--- config.mk ---
export PLATFORM = sky130hd
export DESIGN_NAME = fpr_cdb_arbiter_flat
export DESIGN_NICKNAME = d
export VERILOG_FILES = /design/src/rtl/fpr_cdb_arbiter_if.sv /design/src/rtl/fpr_cdb_arbiter.sv /design/src/flat_wrapper.sv
export SDC_FILE = /design/constraint.sdc
export NUM_CORES = 1
export LEC_CHECK = 0
export BUFFER_PORTS_ARGS = -buffer_cell sky130_fd_sc_hd__buf_2
export CELL_PAD_IN_SITES_DETAIL_PLACEMENT = 1
export CELL_PAD_IN_SITES_GLOBAL_PLACEMENT = 1
export CORE_AREA = 2 2 85 87
export DETAILED_ROUTE_END_ITERATION = 10
export DIE_AREA = 0 0 87 89
export GPL_ROUTABILITY_DRIVEN = 0
export HOLD_SLACK_MARGIN = 0.15
export MAX_ROUTING_LAYER = met4
export PLACE_DENSITY_LB_ADDON = 0.1
export REMOVE_ABC_BUFFERS = 1
export SETUP_SLACK_MARGIN = 0.02
export SYNTH_ARGS = -nofsm -noshare
export SYNTH_HDL_FRONTEND = slang
export SYNTH_SLANG_ARGS = --single-unit
--- constraint.sdc ---
create_clock -name clk -period 2.6 [get_ports clk]
set_clock_uncertainty 0.2 [all_clocks]
set_input_delay 0 -clock clk [delete_from_list [all_inputs] [get_ports clk]]
set_output_delay 0 -clock clk [all_outputs]
set_load 0.05 [all_outputs]
--- src/rtl/fpr_cdb_arbiter_if.sv ---
// Request/grant and broadcast signals between the FP execution units and the
// FPR common data bus arbiter.
interface fpr_cdb_arbiter_if #(
    parameter int N_REQ     = 4,
    parameter int DATA_W    = 32,
    parameter int ROB_WIDTH = 5
);
    typedef struct packed {
        logic                 valid;
        logic [ROB_WIDTH-1:0] tag;
        logic [DATA_W-1:0]    data;
    } cdb_t;

    logic [N_REQ-1:0]                req_valid;
    logic [N_REQ-1:0][ROB_WIDTH-1:0] req_tag;
    logic [N_REQ-1:0][DATA_W-1:0]    req_data;
    logic [N_REQ-1:0]                req_ready;
    cdb_t                            fpr_cdb;

    modport master (
        output req_valid, req_tag, req_data,
        input  req_ready, fpr_cdb
    );

    modport slave (
        input  req_valid, req_tag, req_data,
        output req_ready, fpr_cdb
    );
endinterface

--- src/rtl/fpr_cdb_arbiter.sv ---
// Round-robin arbiter for the FPR common data bus: grant in cycle t, broadcast in t+1.
// Optional performance counters are built when FPR_CDB_PERF_EN is defined.
module fpr_cdb_arbiter #(
    parameter int N_REQ     = 4,
    parameter int DATA_W    = 32,
    parameter int ROB_WIDTH = 5
) (
    input  logic clk,
    input  logic reset,
    fpr_cdb_arbiter_if.slave bus
`ifdef FPR_CDB_PERF_EN
    ,
    output logic [31:0]            perf_busy,
    output logic [31:0]            perf_conflict,
    output logic [N_REQ-1:0][15:0] perf_wait
`endif
);
    localparam int PTR_W = (N_REQ > 1) ? $clog2(N_REQ) : 1;

    logic [PTR_W-1:0]     ptr;
    logic [PTR_W-1:0]     gnt;
    logic [PTR_W-1:0]     ptr_nxt;
    logic [PTR_W:0]       sum;
    logic [PTR_W-1:0]     idx;
    logic                 found;
    logic [N_REQ-1:0]     req_ready;

    logic [PTR_W-1:0]     gnt_idx_p1;
    logic                 vld_p1;
    logic [ROB_WIDTH-1:0] tag_p1;

    // Stage p0: rotating priority search starting at ptr
    always_comb begin
        found = 1'b0;
        gnt   = '0;
        sum   = '0;
        idx   = '0;
        for (int k = 0; k < N_REQ; k++) begin
            sum = {1'b0, ptr} + (PTR_W+1)'(k);
            if (sum >= (PTR_W+1)'(N_REQ)) begin
                sum = sum - (PTR_W+1)'(N_REQ);
            end
            idx = sum[PTR_W-1:0];
            if (!found && bus.req_valid[idx]) begin
                found = 1'b1;
                gnt   = idx;
            end
        end
    end

    always_comb begin
        req_ready = '0;
        if (reset && found) begin
            req_ready[gnt] = 1'b1;
        end
    end

    assign bus.req_ready = req_ready;
    assign ptr_nxt = (gnt == PTR_W'(N_REQ - 1)) ? '0 : gnt + 1'b1;

    // Stage p1: winner's tag and index registered; data is muxed live from the unit
    always_ff @(posedge clk or negedge reset) begin
        if (!reset) begin
            ptr        <= '0;
            gnt_idx_p1 <= '0;
            vld_p1     <= 1'b0;
            tag_p1     <= '0;
        end else if (found) begin
            ptr        <= ptr_nxt;
            gnt_idx_p1 <= gnt;
            vld_p1     <= 1'b1;
            tag_p1     <= bus.req_tag[gnt];
        end else begin
            vld_p1     <= 1'b0;
        end
    end

    assign bus.fpr_cdb = {vld_p1, tag_p1, bus.req_data[gnt_idx_p1]};

`ifdef FPR_CDB_PERF_EN
    // Observation only: nothing here feeds back into the grant path
    always_ff @(posedge clk or negedge reset) begin
        if (!reset) begin
            perf_busy     <= '0;
            perf_conflict <= '0;
            perf_wait     <= '0;
        end else begin
            if (vld_p1) begin
                perf_busy <= perf_busy + 32'd1;
            end
            if ($countones(bus.req_valid) > 1) begin
                perf_conflict <= perf_conflict + 32'd1;
            end
            for (int i = 0; i < N_REQ; i++) begin
                if (bus.req_valid[i] && !req_ready[i] && perf_wait[i] != 16'hFFFF) begin
                    perf_wait[i] <= perf_wait[i] + 16'd1;
                end
            end
        end
    end
`endif
endmodule

--- src/flat_wrapper.sv ---
// flat-port wrapper written by rule: the top's interface ports become plain ports
module fpr_cdb_arbiter_flat 
#(
    parameter int N_REQ     = 4,
    parameter int DATA_W    = 32,
    parameter int ROB_WIDTH = 5
)
  (clk, reset, bus_req_valid, bus_req_tag, bus_req_data, bus_req_ready, bus_fpr_cdb);
  fpr_cdb_arbiter_if #(.N_REQ(N_REQ), .DATA_W(DATA_W), .ROB_WIDTH(ROB_WIDTH)) bus_i ();
  input  logic clk;
  input  logic reset;
  input wire logic [$bits(bus_i.req_valid)-1:0] bus_req_valid;
  input wire logic [$bits(bus_i.req_tag)-1:0] bus_req_tag;
  input wire logic [$bits(bus_i.req_data)-1:0] bus_req_data;
  output wire logic [$bits(bus_i.req_ready)-1:0] bus_req_ready;
  output wire logic [$bits(bus_i.fpr_cdb)-1:0] bus_fpr_cdb;
  assign bus_i.req_valid = bus_req_valid;
  assign bus_i.req_tag = bus_req_tag;
  assign bus_i.req_data = bus_req_data;
  assign bus_req_ready = bus_i.req_ready;
  assign bus_fpr_cdb = bus_i.fpr_cdb;
  fpr_cdb_arbiter #(.N_REQ(N_REQ), .DATA_W(DATA_W), .ROB_WIDTH(ROB_WIDTH)) u_core (.clk(clk), .reset(reset), .bus(bus_i));
endmodule
* Word-level counts from Yosys, hierarchy flattened
Index checks and enable logic that the tools add are counted.
** Operators by class
- Muxes and demuxes :: 29
- Add/sub/neg operators :: 8
- Equal/unequal tests :: 1
- Order comparisons :: 11
- Reduce and logical (&&, ||, !) cells :: 8
** Operator list (count)
- 32-bit binary-select mux with 2-bit select :: 1
- 32-bit two-way mux :: 1
- 2-bit by 3-bit < comparator with 1-bit output, second input constant :: 6
- 2-bit two-way mux :: 9
- 5-bit binary-select mux with 2-bit select :: 1
- 1-bit two-way mux :: 10
- 3-bit >= comparator, second input constant :: 3
- 1-bit binary-select mux with 2-bit select :: 4
- 2-bit by 1-bit subtractor with 2-bit output, second input constant :: 4
- 2-bit by 2-bit adder with 3-bit output, second input constant :: 2
- 1-bit logical AND :: 5
- 5-bit two-way mux :: 1
- 4-bit two-way mux :: 1
- 2-bit by 1-bit adder with 3-bit output, second input constant :: 1
- 2-bit by 3-bit >= comparator with 1-bit output, second input constant :: 1
- 1-bit logical NOT :: 3
- 2-bit by 1-bit adder with 2-bit output, second input constant :: 1
- 1-bit demux with 2-bit select :: 1
- 2-bit equality test, second input constant :: 1
- 2-bit by 1-bit >= comparator with 1-bit output, second input constant :: 1
** Word-level totals
- Output and inout port bits :: 42
- Flip-flop bits (word level) :: 10
- Word-level logic and storage cells :: 61
- Bits of input ports :: 154

* Logic depth before layout (Yosys ltp)
Gate-level depths: netlist of the first run.
- Depth in word-level cells :: 19
- Mapped depth :: 7
- Mapped depth without buffers :: 7

* Worst setup path before layout of the first run
OpenSTA, ideal clock, no wires.
- Path type :: register -> output
- Start point :: register u_core.ptr[1]
- End point :: output bus_req_ready[3]
- Path slack :: 696 ps
- Arrival time :: 1704 ps
- Path buffers :: 0
- Data required time :: 2400 ps
- Cell stages (with the launch flop) :: 6
- Path through :: dfrtp_1 -> mux2i_1 -> nor2_2 -> nor3_4 -> ha_1 -> and3_1
** On the way
- Cells in the longest elaborated chain, start to end :: 19
- Elaborated cells on any way between the ends :: 44
- Classes of those cells :: add/sub (7); order compare (6); mux (23); reduce/logical (8)
** Ends and longest elaborated chain
- from (decl) :: line fpr_cdb_arbiter.sv:20 : logic [PTR_W-1:0] ptr;
- from (signal assigned) :: line fpr_cdb_arbiter.sv:69 : ptr <= ptr_nxt;
- parallel branches: the longest is 13 deep, another holds 2-bit by 1-bit adder with 3-bit output
- 2-bit two-way mux (*) :: line fpr_cdb_arbiter.sv:44 : if (!found && bus.req_valid[idx]) begin
- net u_core.gnt[0] :: line fpr_cdb_arbiter.sv:21 : logic [PTR_W-1:0] gnt;
- 2-bit by 3-bit < comparator with 1-bit output (implied by the code) or 2-bit by 1-bit >= comparator with 1-bit output (tied branches) :: line fpr_cdb_arbiter.sv:54 : req_ready[gnt] = 1'b1;
- 1-bit logical AND (implied by the code) :: line fpr_cdb_arbiter.sv:54
- 1-bit two-way mux (implied by the code) :: line fpr_cdb_arbiter.sv:54
- 1-bit demux with 2-bit select (*)
- 4-bit two-way mux (*) :: line fpr_cdb_arbiter.sv:53 : if (reset && found) begin
- to (decl) :: line flat_wrapper.sv:15 : output wire logic [$bits(bus_i.req_ready)-1:0] bus_req_ready;
Mark *: on every way through the listed nets, which the timed path passes. The select of a mux whose other input is x is not followed.

* Final worst setup path of the first run
- Start point :: register u_core.ptr[1]
- End point :: register u_core.tag_p1[2]
** On the way
- Cells in the longest elaborated chain, start to end :: 16
- Elaborated cells on any way between the ends :: 39
- Classes of those cells :: add/sub (7); order compare (4); mux (22); reduce/logical (6)
** Ends and longest elaborated chain
- parallel branches: the longest is 13 deep, another holds 2-bit by 1-bit adder with 3-bit output
- 2-bit two-way mux (*) :: line fpr_cdb_arbiter.sv:44
- net u_core.gnt[0] :: line fpr_cdb_arbiter.sv:21
- 5-bit binary-select mux with 2-bit select (*) :: line fpr_cdb_arbiter.sv:72 : tag_p1 <= bus.req_tag[gnt];
- 5-bit two-way mux (implied by the code) (*) :: line fpr_cdb_arbiter.sv:72
- to (signal assigned) :: line fpr_cdb_arbiter.sv:72
- to (decl) :: line fpr_cdb_arbiter.sv:30 : logic [ROB_WIDTH-1:0] tag_p1;
Marks and branches as above.
A chain may end at the register's enable or synchronous reset.

==> results of run 1 <==
[metal layers]
metal  vias to the layer above  part of all wire (%)  GRT usage (%)
li1                        941                     -              -
met1                       964                    34           20.9
met2                        99                    56           35.0
met3                        10                   7.7           4.62
met4                         0                   1.9           3.84
met5                         -                     0              -
[state kept, by name (all words and copies together) (netlist names)]
name / flops
u_core.gnt_idx_p1: 2
u_core.tag_p1: 5
u_core.ptr: 2
u_core.vld_p1: 1
[final timing paths]
check / depth (start not counted) / to / start
max in group asynchronous: 3 / u_core.gnt_idx_p1[0] / reset
max: 7 / u_core.tag_p1[2] / u_core.ptr[1]
min: 2 / u_core.gnt_idx_p1[1] / u_core.gnt_idx_p1[1]
min reg2reg: 2 / u_core.gnt_idx_p1[1] / u_core.gnt_idx_p1[1]
min in group asynchronous: 3 / u_core.ptr[1] / reset
max reg2reg: 7 / u_core.tag_p1[2] / u_core.ptr[1]
[worst max-delay path, cell delays in order, from the launching register on]
cell           delay [ns]
dfrtp_1              0.47
mux2i_1              0.29
nor2_2               0.11
nor3_4               0.28
inv_8                0.09
mux2i_1              0.13
dlygate4sd3_1        0.56
a211oi_2             0.21
[power breakdown]
part | leakage [nW] | switching [mW] | internal (mW)
sequential | 0.115 | 0.0551 | 0.220
combinational | 1.31 | 1.50 | 0.814
clock | 0.0288 | 0.0659 | 0.134
total | 1.46 | 1.62 | 1.17
[area by class of cell]
| cell class | count | area share [%] |
|---|---|---|
| clock buffers | 4 | 1.89 |
| inverters | 5 | 0.900 |
| flip-flops and latches | 10 | 8.62 |
| multi-input cells | 94 | 41.2 |
| repair buffers | 225 | 43.9 |
| diodes | 1 | 0.0857 |
| well taps | 80 | 3.43 |
[kinds of logic after synthesis]
group | Yosys count | share of synthesized area (%)
compound gates | 24 | 12.1
fa+ha+maj | 4 | 3.27
buf+inv | 15 | 5.22
flops | 10 | 16.3
mux | 38 | 50.9
simple gates | 28 | 12.2
[cell usage in the layout (no fill, tap or decap), types with 2 or more instances in the layout]
master / count
a211oi_2: 2
a21oi_1: 4
and3_1: 4
and4_1: 5
buf_2: 195
buf_4: 2
clkbuf_8: 4
dfrtp_1: 9
dlygate4sd3_1: 27
ha_1: 4
inv_1: 3
mux2i_1: 6
mux4_2: 32
nand2_1: 10
nor2_2: 2
o211ai_1: 4
o21ai_1: 4
o31a_2: 4
or2_1: 2
[metrics by stage]
| stage | setup WS, ns | power (mW) |
|---|---|---|
| CTS | 0.0813 | 2.79 |
| floorplan | 0.197 | 1.97 |
| global route | 0.0228 | 2.94 |
| detailed placement | 0.537 | 2.51 |
| finish | 0.173 | 2.78 |
| global placement | 0.590 | 2.49 |
[timing repair]
item                                    in CTS  in global routing
endpoints found under the hold margin       20                  9
hold buffers                                25                  3
endpoints found under the setup margin       0                  8
setup buffers                                0                  1
==> impl_metrics.csv, run 1 <==
group,metric,value,unit
status,status,"finished, final reports clean",
die,start_util,22.8,%
die,num_io_pins,196,
synth,ys_ff_latch,10,
cells_and_area,area_delta_synth_final,90.4,%
sta,worst_pin_slew,0.541,ns
sta,clock.fmax,412,MHz
cts,path_clk_slew,0.05,ns
sta,finalHoldViolCount,0,
die,dieArea,7740,um2
cells_and_area,fillers,840,
grt,grt_pass1_vias,2086,
route,vias_per_cell,4.81,
pwr,leakage,1.46,nW
sta,fin_crit,2.43,ns
cts,ctsHtreeMaxLevel,1,
synth,synthTopCellsByArea,"mux4_2, dfrtp_1, mux2i_1",
cells_and_area,finish.net_count,497,
sta,tns,0,ns
grt,grt_max_degree,33,
synth,async_flop_share,100,%
setup_path,worstPathArrival,2.38,ns
setup_path,cp_max_fo,9,
placement,io_buffer_count,195,
hold_path,min_path_type,"flip-flop to flip-flop",
synth,syn_area_per_cell,12.9,um2
synth,ys.warnings.count,0,
grt,grt_overflow,0,
setup_path,path_class,"flip-flop to flip-flop",
synth,yosysSeqAreaShare,16.3,%
cts,clock_latency,0.24,ns
cts,cts_made_buffers,3,
sta,setup_viol,0,
cts,cts-root-buf,"clkbuf_8",
synth,syn_area,1530,um2
synth,ys_types,32,
synth,synth_enable_flop_cells,0,
synth,synth_top_area_cell,"mux4_2",
synth,synth_top_cell_area_share,47.0,%
route,drt-total-wl,7990,um
setup_path,cp.required,2.55,ns
setup_path,critPathLaunchType,"flip-flop",
cells_and_area,regArea,251,um2
cells_and_area,finalNonFillerCells,419,
pwr,power-per-cell-area,954,nW/um2
route,vias,2014,
placement,place_hpwl,6770,um
sta,max_slew_margin,63.7,%
placement,dp_cells,386,
flow_run,maxCapViolations,0,
cts,cts_tree,"done",
die,die_h,89,um
route,dr.pass1.iters,4,
cts,cts_resized,0,
placement,place_area,2580,um2
sta,rsz0062_at_grt,"no",
die,coreArea,6720,um2
sta,timing.hold.ws,0.284,ns
cells_and_area,layout-drive-gt1-share,73.7,%
setup_path,r2r_setup_slack,0.17,ns
synth,synth.most_common_cell,"mux4_2",
synth,synthTopCellsByCount,"mux4_2, dfrtp_1, nand2_1",
route,final_antenna_net_count,0,
setup_path,setup.worst_path.end_class,"flip-flop",
cells_and_area,final_area,2920,um2
cts,clk_path_buf_depth,2,
cts,numClockSinks,10,
sta,fin_crit_sh,93.4,%
grt,grt_usage,19.0,%
grt,grt_pass1_wl,10900,um
cells_and_area,multi_input_area,1200,um2
sta,drv_slew,0,
synth,syn_inst,119,
cells_and_area,utilization,43.4,%
die,die_w,87,um
synth,synth_top_flop_cell,"dfrtp_1",
route,wire_per_inst,19.1,um
die,placementRows,30,
pwr,ir_drop,414,uV
route,route.detailed.drc,0,
grt,antenna_found_initial,1,
route,drt_iter0_drc,32,
No activity file was read; power rests on OpenSTA's default activity.
==> inputs of run 2 (changes only) <==
- ABC_AREA: not set -> 1
- CORE_AREA: 2 2 85 87 -> 2 2 95 97
- DIE_AREA: 0 0 87 89 -> 0 0 97 99
==> run 2 against run 1 <==
  * Synthesized cell count rose to 2.8 times the previous value
  * Via count rose by 51%
  * Worst setup slack got worse by 0.064 ns
  * Final area rose by 11%
  * Sequential power rose by 31%
  * Largest power group unchanged
==> impl_metrics.csv, run 2 <==
group,metric,value,unit
setup_path,cp.required,2.57,ns
die,die_h,99,um
flow_run,maxCapViolations,0,
cts,cts_made_buffers,3,
sta,fin_crit,2.49,ns
cells_and_area,finish.net_count,699,
synth,syn_inst,331,
synth,synthTopCellsByCount,"nor2_1, o21ai_0, nand2_1",
placement,place_hpwl,7280,um
grt,grt_pass1_wl,15400,um
route,final_antenna_net_count,0,
synth,synth_top_flop_cell,"dfrtp_1",
cells_and_area,diodes,0,
synth,ys_ff_latch,10,
route,route.detailed.drc,0,
cells_and_area,final_cell_mix,"buf_2, nor2_1, o21ai_0, nand2_1, o22ai_1",
setup_path,cp_max_fo,10,
synth,synth_top_area_cell,"o21ai_0",
hold_path,min_from,"bus_req_valid[0]",
cells_and_area,layout-drive-gt1-share,46.1,%
cts,clock_latency,0.23,ns
die,num_io_pins,196,
hold_path,min_path_type,"input port to flip-flop",
cells_and_area,area_delta_synth_final,75.7,%
sta,setup_viol,0,
setup_path,critPathLaunchType,"flip-flop",
synth,synthTopCellsByArea,"o21ai_0, nor2_1, dfrtp_1",
setup_path,r2r_start,"u_core.ptr[0]",
die,placementRows,34,
route,vias_per_cell,4.69,
grt,grt_max_degree,66,
cts,ctsHtreeMaxLevel,1,
cts,path_clk_slew,0.05,ns
sta,clock.fmax,401,MHz
synth,synth_enable_flop_cells,0,
die,coreArea,8550,um2
synth,async_flop_share,100,%
hold_path,hold_path_end,"u_core.ptr[0]",
placement,dp_cells,616,
cells_and_area,largest-register,"u_core.tag_p1",
setup_path,path_class,"flip-flop to flip-flop",
route,drt_iter0_drc,54,
sta,drv_slew,0,
route,dr.pass1.iters,4,
setup_path,crit_path_start,"u_core.ptr[0]",
setup_path,worstPathArrival,2.47,ns
setup_path,reg2reg_to,"u_core.tag_p1[2]",
route,vias,3039,
synth,ys_types,23,
status,status,"finished, final reports clean",
hold_path,hold_depth,8,
synth,syn_area,1840,um2
setup_path,setup.worst_path.end_class,"flip-flop",
pwr,power-per-cell-area,1700,nW/um2
setup_path,r2r_setup_slack,0.11,ns
grt,grt_usage,20.0,%
synth,yosysSeqAreaShare,13.6,%
cts,numClockSinks,10,
synth,ys.warnings.count,0,
setup_path,r2r_cells,15,
sta,rsz0062_at_grt,"yes",
die,start_util,21.5,%
die,die_w,97,um
synth,synth_top_cell_area_share,18.5,%
cts,cts_tree,"done",
sta,timing.hold.ws,0.190,ns
placement,place_area,2870,um2
cts,cts-root-buf,"clkbuf_8",
grt,grt_pass1_vias,3113,
synth,synth.most_common_cell,"nor2_1",
sta,max_slew_margin,49.4,%
placement,io_buffer_count,195,
cells_and_area,finalNonFillerCells,648,
pwr,ir_drop,1060,uV
sta,finalHoldViolCount,0,
synth,syn_area_per_cell,5.56,um2
pwr,leakage,1.73,nW
sta,fin_crit_sh,95.8,%
cells_and_area,final_area,3240,um2
route,drt-total-wl,9990,um
cts,clk_path_buf_depth,2,
sta,worst_pin_slew,0.759,ns
route,wire_per_inst,15.4,um
cells_and_area,largest_reg_flops,5,
cells_and_area,final_common_cell,"buf_2",
grt,antenna_found_initial,0,
die,dieArea,9600,um2
grt,grt_overflow,0,
cells_and_area,reg_top3,"u_core.tag_p1: 5 flops, u_core.gnt_idx_p1: 2 flops, u_core.ptr: 2 flops",
run 2: changes by cell type after synthesis, sizes merged, moves of 5 or more:
cell    delta
clkbuf    +16
mux2i      -6
and4       -5
nand3     +16
inv       +18
o21ai     +67
o22ai     +31
nor2      +77
mux4      -32
nand2     +57
run 2: layout make-up:
cell class | count | area, um2
clock buffers | 4 | 55.1
fillers | 1194 | 5310
inverters | 23 | 96.3
multi-input cells | 274 | 1390
flip-flops and latches | 10 | 254
well taps | 108 | 135
repair buffers | 229 | 1310
run 2: per-stage QoR:
step           worst slack (ns)  setup TNS [ns]  util [%]  total power [mW]
6_report                  0.108               0      37.9              5.51
2_1_floorplan            -0.432          -13.83         -              3.89
3_3_place_gp              0.276               0      33.6              5.06
5_1_grt                 -0.0785          -0.145      37.9              5.98
4_1_cts                  0.0468               0      37.1              5.39
3_5_place_dp              0.202               0      33.6              5.09
run 2: cells by family (layout without fill, tap and decap cells):
logic type | after synthesis | after routing | synth area share (%)
fa+ha+maj | 4 | 4 | 2.72
flops | 10 | 10 | 13.6
simple gates | 165 | 165 | 41.1
buf+inv | 47 | 256 | 11.9
compound gates | 105 | 105 | 30.7
run 2: timing repair:
action                                 4_1_cts  5_1_grt
setup buffers                                0        4
gates resized for setup                      1       10
hold buffers                                24        0
cloned                                       0        0
endpoints found under the hold margin       16        0
pin swaps                                    0        3
setup endpoints to repair                    3        4
run 2: power breakdown:
group | switching (mW) | total [mW] | internal [mW] | leakage (nW)
clock | 0.0644 | 0.198 | 0.133 | 0.0288
sequential | 0.104 | 0.360 | 0.256 | 0.113
combinational | 3.59 | 4.95 | 1.36 | 1.59
run 2: how the worst max path moves through the flow:
stage / end / slack [ns] / cells after the start
global placement: u_core.ptr[1] / 0.28 / 10
global route: u_core.tag_p1[2] / -0.08 / 15
finish: u_core.tag_p1[2] / 0.11 / 15
floorplan: bus_fpr_cdb[0] / -0.43 / 3
CTS: u_core.tag_p1[2] / 0.05 / 13
detailed placement: u_core.ptr[1] / 0.20 / 10
run 2: critical path, stage by stage (launching register included):
cell           delay (ns)
dfrtp_2              0.42
buf_12               0.14
inv_8                0.08
nand2_2              0.06
nand3_1              0.09
nand2_1              0.10
nand2_2              0.11
nand2_2              0.05
nand2_2              0.09
nand3_4              0.14
nand2_1              0.11
nand3_1              0.09
dlygate4sd3_1        0.57
nand2_1              0.08
nand2_1              0.05
nand2_1              0.05
run 2: per-layer routing:
metal	part of all wire [%]	wire, um	vias up	track usage, %
li1	-	-	1525	-
met1	40	4000	1413	22.1
met2	55	5480	95	39.5
met3	4.4	444	6	1.84
met4	0.60	60	0	2.49
met5	0	0	-	-
==> inputs of run 3 (changes only) <==
- ABC_AREA: 1 -> 0
- CORE_AREA: 2 2 95 97 -> 2 2 85 87
- DIE_AREA: 0 0 97 99 -> 0 0 87 89
- PLACE_DENSITY: not set -> 0.83
- PLACE_DENSITY_LB_ADDON: 0.1 -> not set
==> run 3 against run 2 <==
  * Maximum frequency fell by 1.0%
  * Critical path depth fell by 8
  * Highest routed layer unchanged
  * First-iteration DRC count fell by 43%
==> impl_metrics.csv, run 3 (synthesis results as in run 1) <==
group,metric,value,unit
grt,grt_pass1_wl,11300,um
setup_path,r2r_cells,7,
hold_path,hold_path_end,"u_core.gnt_idx_p1[1]",
setup_path,cp_max_fo,9,
cells_and_area,largest_reg_flops,5,
sta,setup_viol,0,
placement,io_buffer_count,195,
pwr,leakage,1.46,nW
route,final_antenna_net_count,0,
setup_path,r2r_start,"u_core.ptr[1]",
hold_path,hold_depth,2,
placement,place_area,2580,um2
cells_and_area,finalNonFillerCells,420,
setup_path,cp.required,2.50,ns
setup_path,path_class,"flip-flop to flip-flop",
cts,clock_latency,0.24,ns
sta,max_slew_margin,60.9,%
sta,clock.fmax,397,MHz
die,start_util,22.8,%
cells_and_area,largest-register,"u_core.tag_p1",
cells_and_area,area_delta_synth_final,91.2,%
cells_and_area,reg_top3,"u_core.tag_p1: 5 flops, u_core.gnt_idx_p1: 2 flops, u_core.ptr: 2 flops",
setup_path,critPathMaxStageDelay,0.60,ns
cts,ctsHtreeMaxLevel,1,
cts,clk_path_buf_depth,2,
setup_path,cp_slowest_cell,"dlygate4sd3_1",
route,drt-total-wl,8350,um
setup_path,path_buf_inv,2,
sta,fin_crit,2.52,ns
cts,path_clk_slew,0.05,ns
sta,fin_crit_sh,96.8,%
hold_path,min_from,"u_core.gnt_idx_p1[1]",
cts,cts-root-buf,"clkbuf_8",
cells_and_area,final_common_cell,"buf_2",
setup_path,critPathLaunchType,"flip-flop",
die,num_io_pins,196,
route,wire_per_inst,19.9,um
route,vias,2080,
setup_path,crit_cells,7,
sta,worst_pin_slew,0.582,ns
die,placementRows,30,
cells_and_area,final_cell_mix,"buf_2, mux4_2, dlygate4sd3_1, nand2_1, dfrtp_1",
grt,antenna_found_initial,0,
pwr,power-per-cell-area,961,nW/um2
route,route.detailed.drc,0,
status,status,"finished, final reports clean",
setup_path,crit_top_cell,"a211oi_2",
sta,tns,0,ns
grt,grt_max_degree,33,
setup_path,r2r_setup_slack,0.08,ns
setup_path,path_cells,"mux2i_2 -> nor2_2 -> nor3_4 -> inv_8 -> a211oi_2 -> dlygate4sd3_1 -> a211oi_2",
setup_path,critPathTopFamily,"buffers and inverters",
die,die_h,89,um
cells_and_area,finish.net_count,498,
setup_path,reg2reg_to,"u_core.tag_p1[2]",
cells_and_area,final_area,2930,um2
route,dr.pass1.iters,6,
placement,place_hpwl,6690,um
die,coreArea,6720,um2
cts,numClockSinks,10,
grt,grt_usage,19.8,%
setup_path,worstPathArrival,2.42,ns
grt,grt_overflow,0,
cts,cts_tree,"done",
route,drt_iter0_drc,31,
cells_and_area,layout-drive-gt1-share,74.0,%
sta,drv_slew,0,
sta,finalHoldViolCount,0,
cells_and_area,fillers,793,
cells_and_area,utilization,43.6,%
pwr,ir_drop,315,uV
route,vias_per_cell,4.95,
hold_path,min_path_type,"flip-flop to flip-flop",
placement,dp_cells,386,
grt,grt_pass1_vias,2236,
die,die_w,87,um
setup_path,setup.worst_path.end_class,"flip-flop",
flow_run,maxCapViolations,0,
cts,cts_made_buffers,3,
die,dieArea,7740,um2
run 3: cell types whose count changed in the layout (fill, tap and decap cells not counted), sizes merged, moves of 16 or more:
cell | previous run | this run
nand2 | 67 | 10
mux4 | 0 | 32
nor2 | 80 | 3
o21ai | 72 | 5
inv | 22 | 5
o22ai | 32 | 1
nand3 | 16 | 0
run 3: per-layer routing:
| layer | track usage (%) | routed length (um) | vias up |
|---|---|---|---|
| li1 | - | - | 943 |
| met1 | 20.6 | 3000 | 1008 |
| met2 | 38.5 | 4700 | 117 |
| met3 | 2.68 | 531 | 12 |
| met4 | 5.68 | 123 | 0 |
| met5 | - | 0 | - |
run 3: report_power, final:
| group | leakage, nW | switching [mW] | internal (mW) |
|---|---|---|---|
| Sequential | 0.115 | 0.0777 | 0.219 |
| Combinational | 1.32 | 1.49 | 0.825 |
| Clock | 0.0288 | 0.0656 | 0.134 |
| Total | 1.46 | 1.64 | 1.18 |
run 3: worst max path at each step:
| stage | start | endpoint |
|---|---|---|
| after floorplan | u_core.gnt_idx_p1[0] | bus_fpr_cdb[0] |
| after CTS | u_core.ptr[1] | u_core.tag_p1[2] |
| final | u_core.ptr[1] | u_core.tag_p1[2] |
| after global routing | u_core.ptr[1] | u_core.tag_p1[2] |
| after global placement | u_core.ptr[1] | bus_req_ready[2] |
| after detailed placement | u_core.ptr[1] | bus_req_ready[0] |
run 3: repair_timing:
item | CTS | global route
hold buffers | 25 | 3
endpoints found under the hold margin | 20 | 8
resized for setup | 0 | 1
buffers inserted | 0 | 2
setup endpoints to repair | 0 | 6
run 3: cell type report:
class | count | area, um2 | area share (%)
well taps | 80 | 100 | 3.42
inverters | 5 | 26.3 | 0.897
diodes | 1 | 2.50 | 0.0854
repair buffers | 226 | 1290 | 44.0
multi-input cells | 94 | 1210 | 41.2
clock buffers | 4 | 55.1 | 1.88
flip-flops and latches | 10 | 251 | 8.58
run 3: stage by stage:
step	worst slack (ns)	power (mW)	hold slack, ns
floorplan	0.197	1.97	-0.496
global placement	0.607	2.47	-0.311
detailed placement	0.527	2.50	-0.305
CTS	0.0916	2.79	0.170
global route	-0.0263	2.96	0.337
finish	0.0826	2.81	0.274
run 3: tightest hold or removal path: cells and delay by family (launching register included):
| kind | cells | cell delay (ns) |
|---|---|---|
| flops | 1 | 0.34 |
| simple gates | 2 | 0.10 |
